<file path="src/rtl/key_pkg.sv">
// Shared types and helpers for the push-button debounce front end.
`timescale 1ns/1ps
package key_pkg;

  typedef enum logic [1:0] {
    IDLE,
    PRESS_FILT,
    HELD,
    REL_FILT
  } key_state_e;

  // Counter width able to hold 0..n-1, never narrower than one bit.
  function automatic int cnt_w(input int n);
    return (n < 2) ? 1 : $clog2(n);
  endfunction

endpackage

</file>
<file path="src/rtl/key_filter.sv">
// One key channel: two-flop synchroniser, debounce FSM, hold counter and event pulses.
`timescale 1ns/1ps
module key_filter
  import key_pkg::*;
#(
  parameter int DEBOUNCE_CYCLES = 1_000_000,
  parameter int LONG_CYCLES     = 50_000_000
) (
  input  logic sys_clk,
  input  logic sys_rst,
  input  logic p_in,
  output logic level_o,
  output logic press_o,
  output logic release_o,
  output logic long_o
);

  localparam int CW = cnt_w(DEBOUNCE_CYCLES);
  localparam int HW = cnt_w(LONG_CYCLES);
  localparam logic [CW-1:0] CNT_LAST  = CW'(DEBOUNCE_CYCLES - 1);
  localparam logic [HW-1:0] HOLD_LAST = HW'(LONG_CYCLES - 1);

  key_state_e    state_q, state_d;
  logic          s1_q, s1_d, s2_q, s2_d;
  logic [CW-1:0] cnt_q, cnt_d;
  logic [HW-1:0] hold_q, hold_d;
  logic          long_done_q, long_done_d;
  logic          level_q, level_d;
  logic          press_q, press_d;
  logic          rel_q, rel_d;
  logic          long_q, long_d;

  always_comb begin
    s1_d        = p_in;
    s2_d        = s1_q;
    state_d     = state_q;
    cnt_d       = cnt_q;
    hold_d      = hold_q;
    long_done_d = long_done_q;
    level_d     = level_q;
    press_d     = 1'b0;
    rel_d       = 1'b0;
    long_d      = 1'b0;

    unique case (state_q)
      IDLE: begin
        if (s2_q) begin
          state_d = PRESS_FILT;
          cnt_d   = '0;
        end
      end
      PRESS_FILT: begin
        if (!s2_q) begin
          state_d = IDLE;
        end else if (cnt_q == CNT_LAST) begin
          state_d     = HELD;
          press_d     = 1'b1;
          level_d     = 1'b1;
          hold_d      = '0;
          long_done_d = 1'b0;
        end else begin
          cnt_d = cnt_q + CW'(1);
        end
      end
      HELD: begin
        if (!s2_q) begin
          state_d = REL_FILT;
          cnt_d   = '0;
        end
      end
      REL_FILT: begin
        if (s2_q) begin
          state_d = HELD;
        end else if (cnt_q == CNT_LAST) begin
          state_d = IDLE;
          rel_d   = 1'b1;
          level_d = 1'b0;
        end else begin
          cnt_d = cnt_q + CW'(1);
        end
      end
      default: state_d = IDLE;
    endcase

    // A completing release wins over a long event on the same edge.
    if ((state_q == HELD || (state_q == REL_FILT && !rel_d)) && !long_done_q) begin
      if (hold_q == HOLD_LAST) begin
        long_d      = 1'b1;
        long_done_d = 1'b1;
      end else begin
        hold_d = hold_q + HW'(1);
      end
    end
  end

  always_ff @(posedge sys_clk) begin
    if (sys_rst) begin
      state_q     <= IDLE;
      s1_q        <= 1'b0;
      s2_q        <= 1'b0;
      cnt_q       <= '0;
      hold_q      <= '0;
      long_done_q <= 1'b0;
      level_q     <= 1'b0;
      press_q     <= 1'b0;
      rel_q       <= 1'b0;
      long_q      <= 1'b0;
    end else begin
      state_q     <= state_d;
      s1_q        <= s1_d;
      s2_q        <= s2_d;
      cnt_q       <= cnt_d;
      hold_q      <= hold_d;
      long_done_q <= long_done_d;
      level_q     <= level_d;
      press_q     <= press_d;
      rel_q       <= rel_d;
      long_q      <= long_d;
    end
  end

  assign level_o   = level_q;
  assign press_o   = press_q;
  assign release_o = rel_q;
  assign long_o    = long_q;

endmodule

</file>
<file path="src/rtl/key_scan.sv">
// Debounced multi-key front end: polarity normalisation plus one key_filter per channel.
`timescale 1ns/1ps
module key_scan
  import key_pkg::*;
#(
  parameter int KEY_NUM         = 4,
  parameter int DEBOUNCE_CYCLES = 1_000_000,
  parameter int LONG_CYCLES     = 50_000_000,
  parameter int KEY_ACTIVE_LOW  = 1
) (
  input  logic               sys_clk,
  input  logic               sys_rst,
  input  logic [KEY_NUM-1:0] key_in,
  output logic [KEY_NUM-1:0] key_level,
  output logic [KEY_NUM-1:0] key_press,
  output logic [KEY_NUM-1:0] key_release,
  output logic [KEY_NUM-1:0] key_long
);

  localparam logic [KEY_NUM-1:0] POL_MASK = (KEY_ACTIVE_LOW != 0) ? {KEY_NUM{1'b1}} : '0;

  logic [KEY_NUM-1:0] key_p;
  assign key_p = key_in ^ POL_MASK;

  for (genvar g = 0; g < KEY_NUM; g++) begin : g_ch
    key_filter #(
      .DEBOUNCE_CYCLES(DEBOUNCE_CYCLES),
      .LONG_CYCLES    (LONG_CYCLES)
    ) u_filter (
      .sys_clk  (sys_clk),
      .sys_rst  (sys_rst),
      .p_in     (key_p[g]),
      .level_o  (key_level[g]),
      .press_o  (key_press[g]),
      .release_o(key_release[g]),
      .long_o   (key_long[g])
    );
  end

endmodule
</file>
<file path="config.mk">
export PLATFORM = sky130hd
export DESIGN_NAME = key_scan
export DESIGN_NICKNAME = d
export VERILOG_FILES = /design/src/rtl/key_pkg.sv /design/src/rtl/key_filter.sv /design/src/rtl/key_scan.sv
export SDC_FILE = /design/constraint.sdc
export NUM_CORES = 1
export LEC_CHECK = 0
export ABC_AREA = 1
export CAP_MARGIN = 20
export CELL_PAD_IN_SITES_DETAIL_PLACEMENT = 1
export CELL_PAD_IN_SITES_GLOBAL_PLACEMENT = 1
export CORE_ASPECT_RATIO = 0.6
export CORE_MARGIN = 4
export CORE_UTILIZATION = 38
export DETAILED_ROUTE_END_ITERATION = 10
export GPL_ROUTABILITY_DRIVEN = 0
export GPL_TIMING_DRIVEN = 0
export HOLD_SLACK_MARGIN = 0.02
export PLACE_DENSITY_LB_ADDON = 0.1
export REMOVE_ABC_BUFFERS = 1
export SYNTH_ARGS = -nofsm -noshare
export SYNTH_HDL_FRONTEND = slang
export SYNTH_SLANG_ARGS = --single-unit
</file>
<file path="constraint.sdc">
create_clock -name sys_clk -period 3.4 [get_ports sys_clk]
set_input_delay 0.34 -clock sys_clk [delete_from_list [all_inputs] [get_ports sys_clk]]
set_output_delay 0.34 -clock sys_clk [all_outputs]
set_load 0.005 [all_outputs]
</file>
After elaboration in Yosys (flattened, before gate mapping)

Index checks and enable logic that the tools add are counted.

Latch bits: 0
Memories kept: 0
Output and inout bits: 16
Memory bits (read-only): 0
Flip-flop bits (word level): 220
Memory bits (writable): 0
Bits of input ports: 6
Word-level logic and storage cells: 289

Magnitude comparators: 0
Reductions and logical operators: 48
$add $sub $neg: 8
Bitwise operators: 13
Equal/unequal tests: 52
Mux-type cells: 128
Shift-type cells: 0
Multipliers: 0
Divide/modulo/power cells: 0

Operators by type and width:

| cell                                           | number |
|---|---|
| 2-to-1 mux 26 bit                              | 20 |
| 2-to-1 mux 20 bit                              | 20 |
| one-hot mux 20 bit (4 select lines)            | 4 |
| adder 26 x 1 -> 26 bit (second input constant) | 4 |
| == test 26 bit (second input constant)         | 4 |
| adder 20 x 1 -> 20 bit (second input constant) | 4 |
| == test 20 bit (second input constant)         | 4 |
| 2-to-1 mux 1 bit                               | 52 |
| 2-to-1 mux 2 bit                               | 24 |
| != test 2 x 1 -> 1 bit (second input constant) | 16 |
| one-hot mux 2 bit (4 select lines)             | 4 |
| AND reduction 4 bit                            | 8 |
| AND reduction 5 bit                            | 4 |
| == test 2 bit (second input constant)          | 8 |
| != test 2 bit (second input constant)          | 8 |
| != test 3 x 1 -> 1 bit (second input constant) | 4 |
| != test 3 bit (second input constant)          | 4 |
| NOT 1 bit                                      | 12 |
| OR reduction 3 bit                             | 4 |
| == test 2 x 1 -> 1 bit (second input constant) | 4 |
| logical AND 1 bit                              | 8 |
| zero test 1 bit                                | 8 |
| zero test 2 bit                                | 4 |
| one-hot mux 1 bit (2 select lines)             | 4 |
| other kinds (4)                                | 13 |

Longest topological paths before layout

Gate-level depths: netlist of run 1.

Word-level depth: 10
Mapped depth: 13
Depth with buffers taken out: 11

By module

From an unflattened synthesis of run 1, not the netlist that was laid out.

Cells, all modules: 2230
Area total of the unflattened synthesis: 13641.8 µm²

Modules (own cells, without submodules):

| module                            | area each (µm²) | instances | sequential area each (µm²) | cells each |
|---|---|---|---|---|
| key_filter (g_ch[0].u_filter ...) | 3390.8          | 3         | 1101.1                     | 553 |
| key_filter (g_ch[3].u_filter)     | 3454.6          | 1         | 1101.1                     | 567 |
| key_scan                          | 15.0            | 1         | 0.0                        | 4 |

Worst setup path before layout of run 1

Ideal clock, no wire load.

Path type: register -> register
From: register g_ch[2].u_filter.cnt_q[0]
To: register g_ch[2].u_filter.hold_q[11]
Buffers on the path: 1
Cell stages (with the launch flop): 10
Arrival: 1.508 ns
Data required time: 3.289 ns
Setup time: 0.111 ns
Setup slack: 1.781 ns
Clock period less this slack: 1.619 ns
Path through: dfxtp_1 ha_1 nand3_2 nor2_2 nand4_4 nand3_1 buf_2 o21ai_0 nand2_1 nor2_1

Word-level cells in the longest chain between the ends: 9
Elaborated cells between the ends (all ways): 13
Classes of those cells: eq/ne (1); mux (8); reduce/logical (4)

Ends and longest elaborated chain:

| what                   | line                               | text |
|---|---|---|
| start, declared        | key_filter.sv:25                   | `logic [CW-1:0] cnt_q, cnt_d;` |
| start signal, assigned | key_filter.sv:112                  | `cnt_q <= cnt_d;` |
| == test 20 bit (*)     | key_filter.sv:55, key_filter.sv:74 |  |
| 2-to-1 mux 1 bit       | key_filter.sv:74                   | `end else if (cnt_q == CNT_LAST) begin` |
| 2-to-1 mux 1 bit       | key_filter.sv:72                   | `if (s2_q) begin` |
| 2-to-1 mux 1 bit       | key_filter.sv:45                   | `unique case (state_q)` |
| zero test 1 bit        | key_filter.sv:86                   | `if ((state_q == HELD \|\| (state_q == REL_FILT && !rel_d)) && !long_done_q) begin` |
| logical AND 1 bit      | key_filter.sv:86                   |  |
| logical OR 1 bit       | key_filter.sv:86                   |  |
| logical AND 1 bit      | key_filter.sv:86                   |  |
| 2-to-1 mux 26 bit (*)  | key_filter.sv:86                   |  |
| end signal, assigned   | key_filter.sv:113                  | `hold_q <= hold_d;` |
| end, declared          | key_filter.sv:26                   | `logic [HW-1:0] hold_q, hold_d;` |

Mark *: on every way between the ends. The rest lies on a longest branch, timed or not.
A chain may end at the register's enable or synchronous reset.

Worst setup path after layout of run 1

From: register g_ch[2].u_filter.cnt_q[0]
To: register g_ch[2].u_filter.cnt_q[15]

Word-level cells in the longest chain between the ends: 4
Elaborated cells between the ends (all ways): 6
Classes of those cells: add/sub (1); eq/ne (1); mux (4)

Ends and longest elaborated chain:

| what                                                            | line |
|---|---|
| adder 20 x 1 -> 20 bit / == test 20 bit (equally long branches) | n/a |
| 2-to-1 mux 20 bit (*)                                           | key_filter.sv:55, key_filter.sv:74 |
| 2-to-1 mux 20 bit (on tied branches)                            | key_filter.sv:72, key_filter.sv:53 |
| one-hot mux 20 bit (4 select lines) (*)                         | key_filter.sv:45 |

Mark *: on every way between the ends. The rest lies on a longest branch, timed or not. The select of a mux whose other input is x is not followed.

==> impl_metrics.toml, run 1 <==
[cells_and_area]
n_antenna_cell = 0
area_growth_pct = 8.49
fin_nets = 2169
layout-drive-gt1-share_pct = 5.02
stdcell_count = 2631
nFillCells = 4645
postLayoutCellArea_um2 = 14500
fin_util_pct = 42.3

[grt]
grt_start_max_net_pins = 95
grtUsageTotal_pct = 21.1
antenna_found_initial = 0
grt_overflow = 0
grt_pass1_wl_mm = 69.4
first_global_vias = 13600

[detailed_routing]
vias = 13600
drt_pre_antenna_iters = 6
routedWlPerCell_um = 15.6
routed_via_density = 5.18
drt_iter0_markers = 751
drcViolationCount = 0
ant_nets = 0
routed_wl_mm = 41.1

[hold_path]
hold_class = "in2reg"

[worst_setup_path]
rrSetupSlack_ps = 500
start_kind = "flip-flop"
critPathKind = "reg2reg"
crit_family = "simple AND/OR/NAND/NOR gates"
crit_top_cell = "nand2_1"
endpoint_kind = "flip-flop"
crit_required_ps = 3840
path_buf_inv = 1
cpMaxStageDelayCell = "nand2_1"
arrival_ps = 3340
crit_path_max_fanout = 20
slowest_delay_ps = 570
path_cells = "ha_1 > nand3_2 > nor2_2 > nand3_1 > nand2_1 > inv_1 > nand3b_1 > nand2_1 > nand2_1 > nor2_1"

[clock_tree]
clock_sinks = 220
cts-hold-fix-buffers = 0
clockBufferDepth = 3
htreeDepth = 1
clkLatencyLatePin_ps = 540
path_clk_slew_ps = 60
postCtsSetupRepairBufs = 0
cts_buffers = 24
cts.repair.resized = 0
cts_tree = "yes"
cts_root_buf = "clkbuf_16"

[timing]
finalCritPeriodShare_pct = 85.3
hold_viol = 0
rsz0062_at_grt = "no"
finalSetupViolations = 0
fmax_mhz = 345
period_needed_ps = 2900
worst_pin_slew_ps = 956
relSlewSlack_pct = 36.3
maxSlewViolCount = 0
tns_ps = 0
final.setup_skew_ps = 8.31
whs_ps = 138

[floorplanning]
num_rows = 52
dieWidth_um = 250
fp.dieH_um = 153
core-area_um2 = 34200
die_area_um2 = 38200
num_io_pins = 22
initial_core_util_pct = 39.0

[flow_run]
maxCapViolations = 0

[synth]
syn-instance-count = 2180
async_flop_share_pct = 0
synthTopCellsByArea = "dfxtp_1 (33%), nand2_1 (16%), nor2_1 (12%)"
synth-seq-area-share_pct = 33.0
ys.flop_type = "dfxtp_1"
yosysTopAreaCell = "dfxtp_1"
synthMostInstantiatedCell = "nand2_1"
synth.distinct_cells = 49
synth_edf_count = 0
avgSynthCellArea_um2 = 6.12
synth_seq_cells = 220
yosysWarnings = 0
syn_area_um2 = 13300
synth_top_area_share_pct = 33.0
synth_common_cells = "nand2_1 (586), nor2_1 (417), inv_1 (245)"

[place]
io_buffers = 21
placement.cell_area_um2 = 13600
dp_cells = 2586
post-dp-hpwl_mm = 29.8

[power]
power.leakage_nw = 5.22
p_per_area_nw_per_um2 = 374
ir_drop_mv = 0.346

[outcome]
status = "finished clean"
-- registers in the layout, summed over array words and instances, names as in the netlist, named ones only --
| signal | count |
|---|---|
| g_ch.u_filter.cnt_q | 80 |
| g_ch.u_filter.s2_q | 4 |
| g_ch.u_filter.state_q | 4 |
| g_ch.u_filter.hold_q | 104 |
| g_ch.u_filter.long_o | 4 |
| g_ch.u_filter.s1_q | 4 |
| g_ch.u_filter.long_done_q | 4 |
| g_ch.u_filter.press_o | 4 |
| g_ch.u_filter.release_o | 4 |
| g_ch.u_filter.level_o | 4 |
-- cell families (layout without fill, tap and decap cells) --
family	Yosys count	count (layout)	synth area share, %
xor+xnor	25	25	1.64
fa+ha+maj	8	8	0.751
flops	220	220	33.0
simple gates	1383	1383	45.0
compound gates	216	216	8.61
buf+inv	328	320	10.9
-- path summary, 6_finish.rpt --
check | to | cells after the start | from
worst max-delay path | g_ch[2].u_filter.cnt_q[15] | 10 | g_ch[2].u_filter.cnt_q[0]
worst min-delay path | g_ch[2].u_filter.hold_q[0] | 2 | sys_rst
worst max register to register | g_ch[2].u_filter.cnt_q[15] | 10 | g_ch[2].u_filter.cnt_q[0]
worst min register to register | g_ch[3].u_filter.s2_q | 2 | g_ch[3].u_filter.s1_q
-- placed cells by master, fill, tap and decap left out, types with 5 or more instances in the layout --
cell type,n
a21oi_1,121
clkbuf_16,25
clkbuf_8,7
clkdlybuf4s50_1,20
clkinv_2,6
dfxtp_1,220
ha_1,8
inv_1,245
inv_2,6
nand2_1,586
nand2_2,5
nand3_1,159
nand3_2,8
nand3b_1,10
nand4_1,75
nor2_1,417
nor2_2,22
nor3_1,74
nor4_1,7
o21ai_0,66
o21ai_1,5
xnor2_1,6
xor2_1,19
-- final cells by class --
type                       instances  area, µm²  share of cell area (%)
sequential                       220       4400                    30.4
clock inverter                     7       62.6                   0.432
multi-input combinational       1632       7470                    51.7
tap                              459        574                    3.97
clock buffer                      36        737                    5.09
inverter                         253        953                    6.59
timing repair buffer              24        262                    1.81
-- routing by layer --
| metal | wire [µm] | track usage, % | part of all wire (%) |
|---|---|---|---|
| met3 | 1570 | 2.58 | 3.8 |
| met1 | 22400 | 33.0 | 54 |
| met2 | 16700 | 31.8 | 41 |
| met5 | 0 | 0 | 0 |
| met4 | 487 | 2.87 | 1.2 |
-- power breakdown --
group	internal [mW]	total [mW]	leakage, nW	switching [mW]
sequential	2.58	2.59	1.77	0.00872
combinational	0.0245	0.118	3.05	0.0940
clock	1.57	2.70	0.397	1.14
-- metrics by stage --
| step | setup WS [ps] | power (mW) |
|---|---|---|
| after global placement | -6030 | 2.77 |
| after detailed placement | 230 | 2.77 |
| after global routing | 298 | 5.64 |
| final | 501 | 5.42 |
| after floorplan | 1200 | 2.70 |
| after CTS | 215 | 5.51 |
Power figures use the tool's default switching activity.
==> run 2, diff against run 1 <==
- CORE_MARGIN: 4 -> not set
==> run 2 against run 1 <==
Compared with the run above:
- clock power rose by 8.5%
- wire length rose by 1.2%
- total power rose by 4.2%
- maximum frequency rose by 1.2%
- clock-buffer cell count fell by 7
- sequential power barely moved
- global-route usage rose by 2.1 points
- worst setup slack improved by 34 ps
- critical path type unchanged
- largest cell class unchanged
==> impl_metrics.toml, run 2 (synthesis results as in run 1) <==
[power]
sequentialPowerShare_pct = 46.0
power.total_mw = 5.64
p_per_area_nw_per_um2 = 388
ir_drop_mv = 0.323
p_switching_mw = 1.31
clockPowerShare_pct = 51.9
internal-power_mw = 4.33
swShare_pct = 23.2
combPwrFrac_pct = 2.2
power.leakage_nw = 5.24

[clock_tree]
cts.repair.resized = 0
cts-hold-fix-buffers = 0
path_clk_slew_ps = 70
cts_buffers = 25
clock_sinks = 220
clkLatencyLatePin_ps = 560
cts_root_buf = "clkbuf_16"
postCtsSetupRepairBufs = 0
clockBufferDepth = 3
cts_tree = "yes"
htreeDepth = 1

[cells_and_area]
n_antenna_cell = 0
layout-drive-gt1-share_pct = 5.11
largest_reg_flops = 104
largestRegisters = "g_ch.u_filter.hold_q (104), g_ch.u_filter.cnt_q (80)"
fin_nets = 2170
area_growth_pct = 8.97
top_register = "g_ch.u_filter.hold_q"
final_common_cell = "nand2_1"
final_cell_mix = "nand2_1 (586), nor2_1 (417), inv_1 (245), dfxtp_1 (220), nand3_1 (159)"
fin_util_pct = 42.6

[timing]
whs_ps = 148
final.setup_skew_ps = 31.5
finalCritPeriodShare_pct = 84.3
period_needed_ps = 2870
maxSlewViolCount = 0
finalSetupViolations = 0
hold_viol = 0
rsz0062_at_grt = "no"
fmax_mhz = 349
relSlewSlack_pct = 33.6
worst_pin_slew_ps = 996

[grt]
grt_overflow = 0
grt_start_max_net_pins = 87
antenna_found_initial = 0
grtUsageTotal_pct = 23.2
grt_pass1_wl_mm = 68.9
first_global_vias = 13300

[worst_setup_path]
endpoint_kind = "flip-flop"
crit_family = "simple AND/OR/NAND/NOR gates"
start_kind = "flip-flop"
crit_required_ps = 3860
path_cells = "ha_1 > nand3_2 > nor2_2 > nand3_1 > nand2_1 > inv_1 > nand3b_1 > nand2_1 > nand2_1 > nor2_1"
cpMaxStageDelayCell = "nand2_1"
crit_path_max_fanout = 20
arrival_ps = 3330
crit_top_cell = "nand2_1"
critPathKind = "reg2reg"
slowest_delay_ps = 570
path_buf_inv = 1

[floorplanning]
die_area_um2 = 35900
core-area_um2 = 34100
initial_core_util_pct = 39.1
fp.dieH_um = 147
num_rows = 52
num_io_pins = 22
dieWidth_um = 244

[flow_run]
maxCapViolations = 0

[detailed_routing]
drcViolationCount = 0
vias = 13800
routedWlPerCell_um = 15.8
routed_via_density = 5.25
drt_iter0_markers = 827
ant_nets = 0
routed_wl_mm = 41.6
drt_pre_antenna_iters = 5

[hold_path]
hold_class = "in2reg"

[outcome]
status = "finished clean"

[place]
post-dp-hpwl_mm = 30.3
io_buffers = 21
==> run 2: changes by cell type in the layout (fill, tap and decap cells not counted), sizes merged <==
cell and delta:
clkinv -2, clkbuf -7, bufinv +3, clkinvlp +1
inv +4
==> run 2: area by class of cell <==
cell class,instances,area (µm²)
clock buffers,29,671
fillers,4613,19600
multi-input cells,1632,7470
clock inverters,13,193
flip-flops and latches,220,4400
well taps,459,574
repair buffers,24,262
inverters,253,953
==> run 2: worst paths after layout <==
| kind | startpoint | end | slack (ps) | cells past startpoint |
|---|---|---|---|---|
| setup reg to reg | g_ch[2].u_filter.cnt_q[0] | g_ch[2].u_filter.cnt_q[15] | 530 | 10 |
| hold / removal | sys_rst | g_ch[2].u_filter.s1_q | 150 | 2 |
| setup / recovery | g_ch[2].u_filter.cnt_q[0] | g_ch[2].u_filter.cnt_q[15] | 530 | 10 |
| hold reg to reg | g_ch[1].u_filter.s1_q | g_ch[1].u_filter.s2_q | 410 | 2 |
==> run 2: layer usage <==
layer	vias up	wire length [µm]	global-route usage, %
li1	6907	-	-
met1	6619	22900	37.1
met3	42	1840	3.07
met5	-	0	0
met4	0	541	3.75
met2	233	16300	32.8
==> run 2: stage by stage <==
step                cell area, µm²  worst slack, ps  std cells  TNS (ps)
floorplan                    12800             1200       2105         0
global placement             13600            -6110       2585   -685330
detailed placement           13700              564       2587         0
CTS                          14500              530       2629         0
global route                 14500              256       2630         0
finish                       14500              535       2630         0
==> run 2: worst reg2reg max path: cells and delay by family (launching register included) <==
kind | cells | cell delay [ps]
adder cells (fa/ha/maj) | 1 | 240
buffers and inverters | 1 | 520
flip-flops | 1 | 360
AND/OR/NAND/NOR | 8 | 1650
==> run 2: power by group through the flow <==
stage | Clock [mW] | Sequential (mW) | Combinational (mW)
after global routing | 3.12 | 2.59 | 0.136
after detailed placement | 0 | 2.65 | 0.123
after CTS | 3.02 | 2.59 | 0.123
after global placement | 0 | 2.65 | 0.119
final | 2.93 | 2.59 | 0.122
after floorplan | 0 | 2.65 | 0.0534
==> run 3, diff against run 2 <==
- clock period: 3.4 -> 2.99 ns (I/O delays scaled with it)
==> run 3 against run 2 <==
Compared with the run above:
- total power up 14%
- critical path type unchanged
- hold slack worse by 37 ps
- die area did not move
- via count decreased by 0.18%
- combinational power rose by 14%
- final cell count unchanged
- maximum frequency up 5.0%
- utilization is essentially flat
- highest routed layer unchanged
- register-to-register slack lost 270 ps
- critical endpoint is now g_ch[2].u_filter.hold_q[11]
- design area is essentially flat
- largest cell class unchanged
==> impl_metrics.toml, run 3 (synthesis results as in run 1) <==
[clock_tree]
cts_root_buf = "clkbuf_16"
clock_sinks = 220
cts_tree = "yes"
clkLatencyLatePin_ps = 560
postCtsSetupRepairBufs = 0
cts_buffers = 25
path_clk_slew_ps = 70
clockBufferDepth = 3
htreeDepth = 1

[power]
power.leakage_nw = 5.24
p_per_area_nw_per_um2 = 442
ir_drop_mv = 0.366

[floorplanning]
core-area_um2 = 34100
dieWidth_um = 244
fp.dieH_um = 147
initial_core_util_pct = 39.1
num_rows = 52
die_area_um2 = 35900
num_io_pins = 22

[cells_and_area]
layout-drive-gt1-share_pct = 5.16
postLayoutCellArea_um2 = 14500
final_cell_mix = "nand2_1 (585), nor2_1 (417), inv_1 (245), dfxtp_1 (220), nand3_1 (159)"
largest_reg_flops = 104
fin_util_pct = 42.6
area_growth_pct = 8.99
stdcell_count = 2630
nFillCells = 4611
top_register = "g_ch.u_filter.hold_q"
largestRegisters = "g_ch.u_filter.hold_q (104), g_ch.u_filter.cnt_q (80)"
n_antenna_cell = 0
fin_nets = 2170
final_common_cell = "nand2_1"

[worst_setup_path]
endpoint_kind = "flip-flop"
crit_path_max_fanout = 17
start_kind = "flip-flop"
critPathKind = "reg2reg"
arrival_ps = 3190
cpMaxStageDelayCell = "nand3_1"
crit_required_ps = 3450
path_cells = "ha_1 > nand2_1 > nor2_4 > nand2_1 > nor2_1 > nand3_1 > nand3_1 > buf_8 > o21ai_0 > nand2_1 > nor2_1"
crit_top_cell = "nand2_1"
slowest_delay_ps = 580
rr_worst_depth = 11

[place]
placement.cell_area_um2 = 13700
dp_cells = 2587
io_buffers = 21
post-dp-hpwl_mm = 30.3

[grt]
grt_start_max_net_pins = 87
grt_pass1_wl_mm = 68.9
antenna_found_initial = 0
grt_overflow = 0
first_global_vias = 13300
grtUsageTotal_pct = 23.2

[timing]
worst_pin_slew_ps = 996
relSlewSlack_pct = 33.6
tns_ps = 0
final.setup_skew_ps = 30.4
period_needed_ps = 2730
rsz0062_at_grt = "no"
maxSlewViolCount = 0
hold_viol = 0
finalCritPeriodShare_pct = 91.3
finalSetupViolations = 0
whs_ps = 111
fmax_mhz = 366

[detailed_routing]
routed_wl_mm = 41.6
ant_nets = 0
drcViolationCount = 0
drt_iter0_markers = 802
drt_pre_antenna_iters = 5
routed_via_density = 5.24
routedWlPerCell_um = 15.8
vias = 13800

[hold_path]
hold_class = "in2reg"
holdPathStages = 2

[flow_run]
maxCapViolations = 0

[outcome]
status = "finished clean"
run 3: layer usage:
| layer | track usage, % | wire length [µm] |
|---|---|---|
| met5 | 0 | 0 |
| met4 | 3.75 | 537 |
| met3 | 3.07 | 1750 |
| met2 | 32.8 | 16300 |
| met1 | 37.1 | 23000 |
run 3: per-stage QoR:
step	setup WS, ps	power [mW]
after floorplan	793	3.07
final	261	6.42
after CTS	120	6.52
after global routing	92.7	6.65
after detailed placement	154	3.15
after global placement	-6480	3.15
run 3: what timing repair did:
| item | 4_1_cts | 5_1_grt |
|---|---|---|
| gates resized for setup | 0 | 1 |
| endpoints found under the setup margin | 0 | 5 |
| hold buffers | 0 | 0 |
run 3: worst paths after layout:
kind / startpoint / endpoint / slack (ps)
max: g_ch[2].u_filter.hold_q[0] / g_ch[2].u_filter.hold_q[11] / 260
min: sys_rst / g_ch[2].u_filter.s1_q / 110
max reg2reg: g_ch[2].u_filter.hold_q[0] / g_ch[2].u_filter.hold_q[11] / 260
min reg2reg: g_ch[1].u_filter.s1_q / g_ch[1].u_filter.s2_q / 400
run 3: critical path, delay by kind of cell, from the launching register on:
| kind | cells | cell delay [ps] |
|---|---|---|
| AOI/OAI and AO/OA | 1 | 100 |
| adders and majority gates | 1 | 200 |
| buffers and inverters | 1 | 240 |
| DFF | 1 | 380 |
| and+or+nand+nor | 8 | 1680 |
run 3: power breakdown:
part / leakage (nW) / switching, mW / internal, mW
clock: 0.418 / 1.37 / 1.96
sequential: 1.77 / 0.0101 / 2.94
combinational: 3.05 / 0.111 / 0.0279
run 3: final cells by class:
cell class | instances | area (µm²) | share of cell area, %
inverters | 253 | 953 | 6.56
clock buffers | 29 | 671 | 4.62
clock inverters | 13 | 193 | 1.33
repair buffers | 24 | 262 | 1.80
well taps | 459 | 574 | 3.95
multi-input cells | 1632 | 7470 | 51.4
flip-flops and latches | 220 | 4400 | 30.3
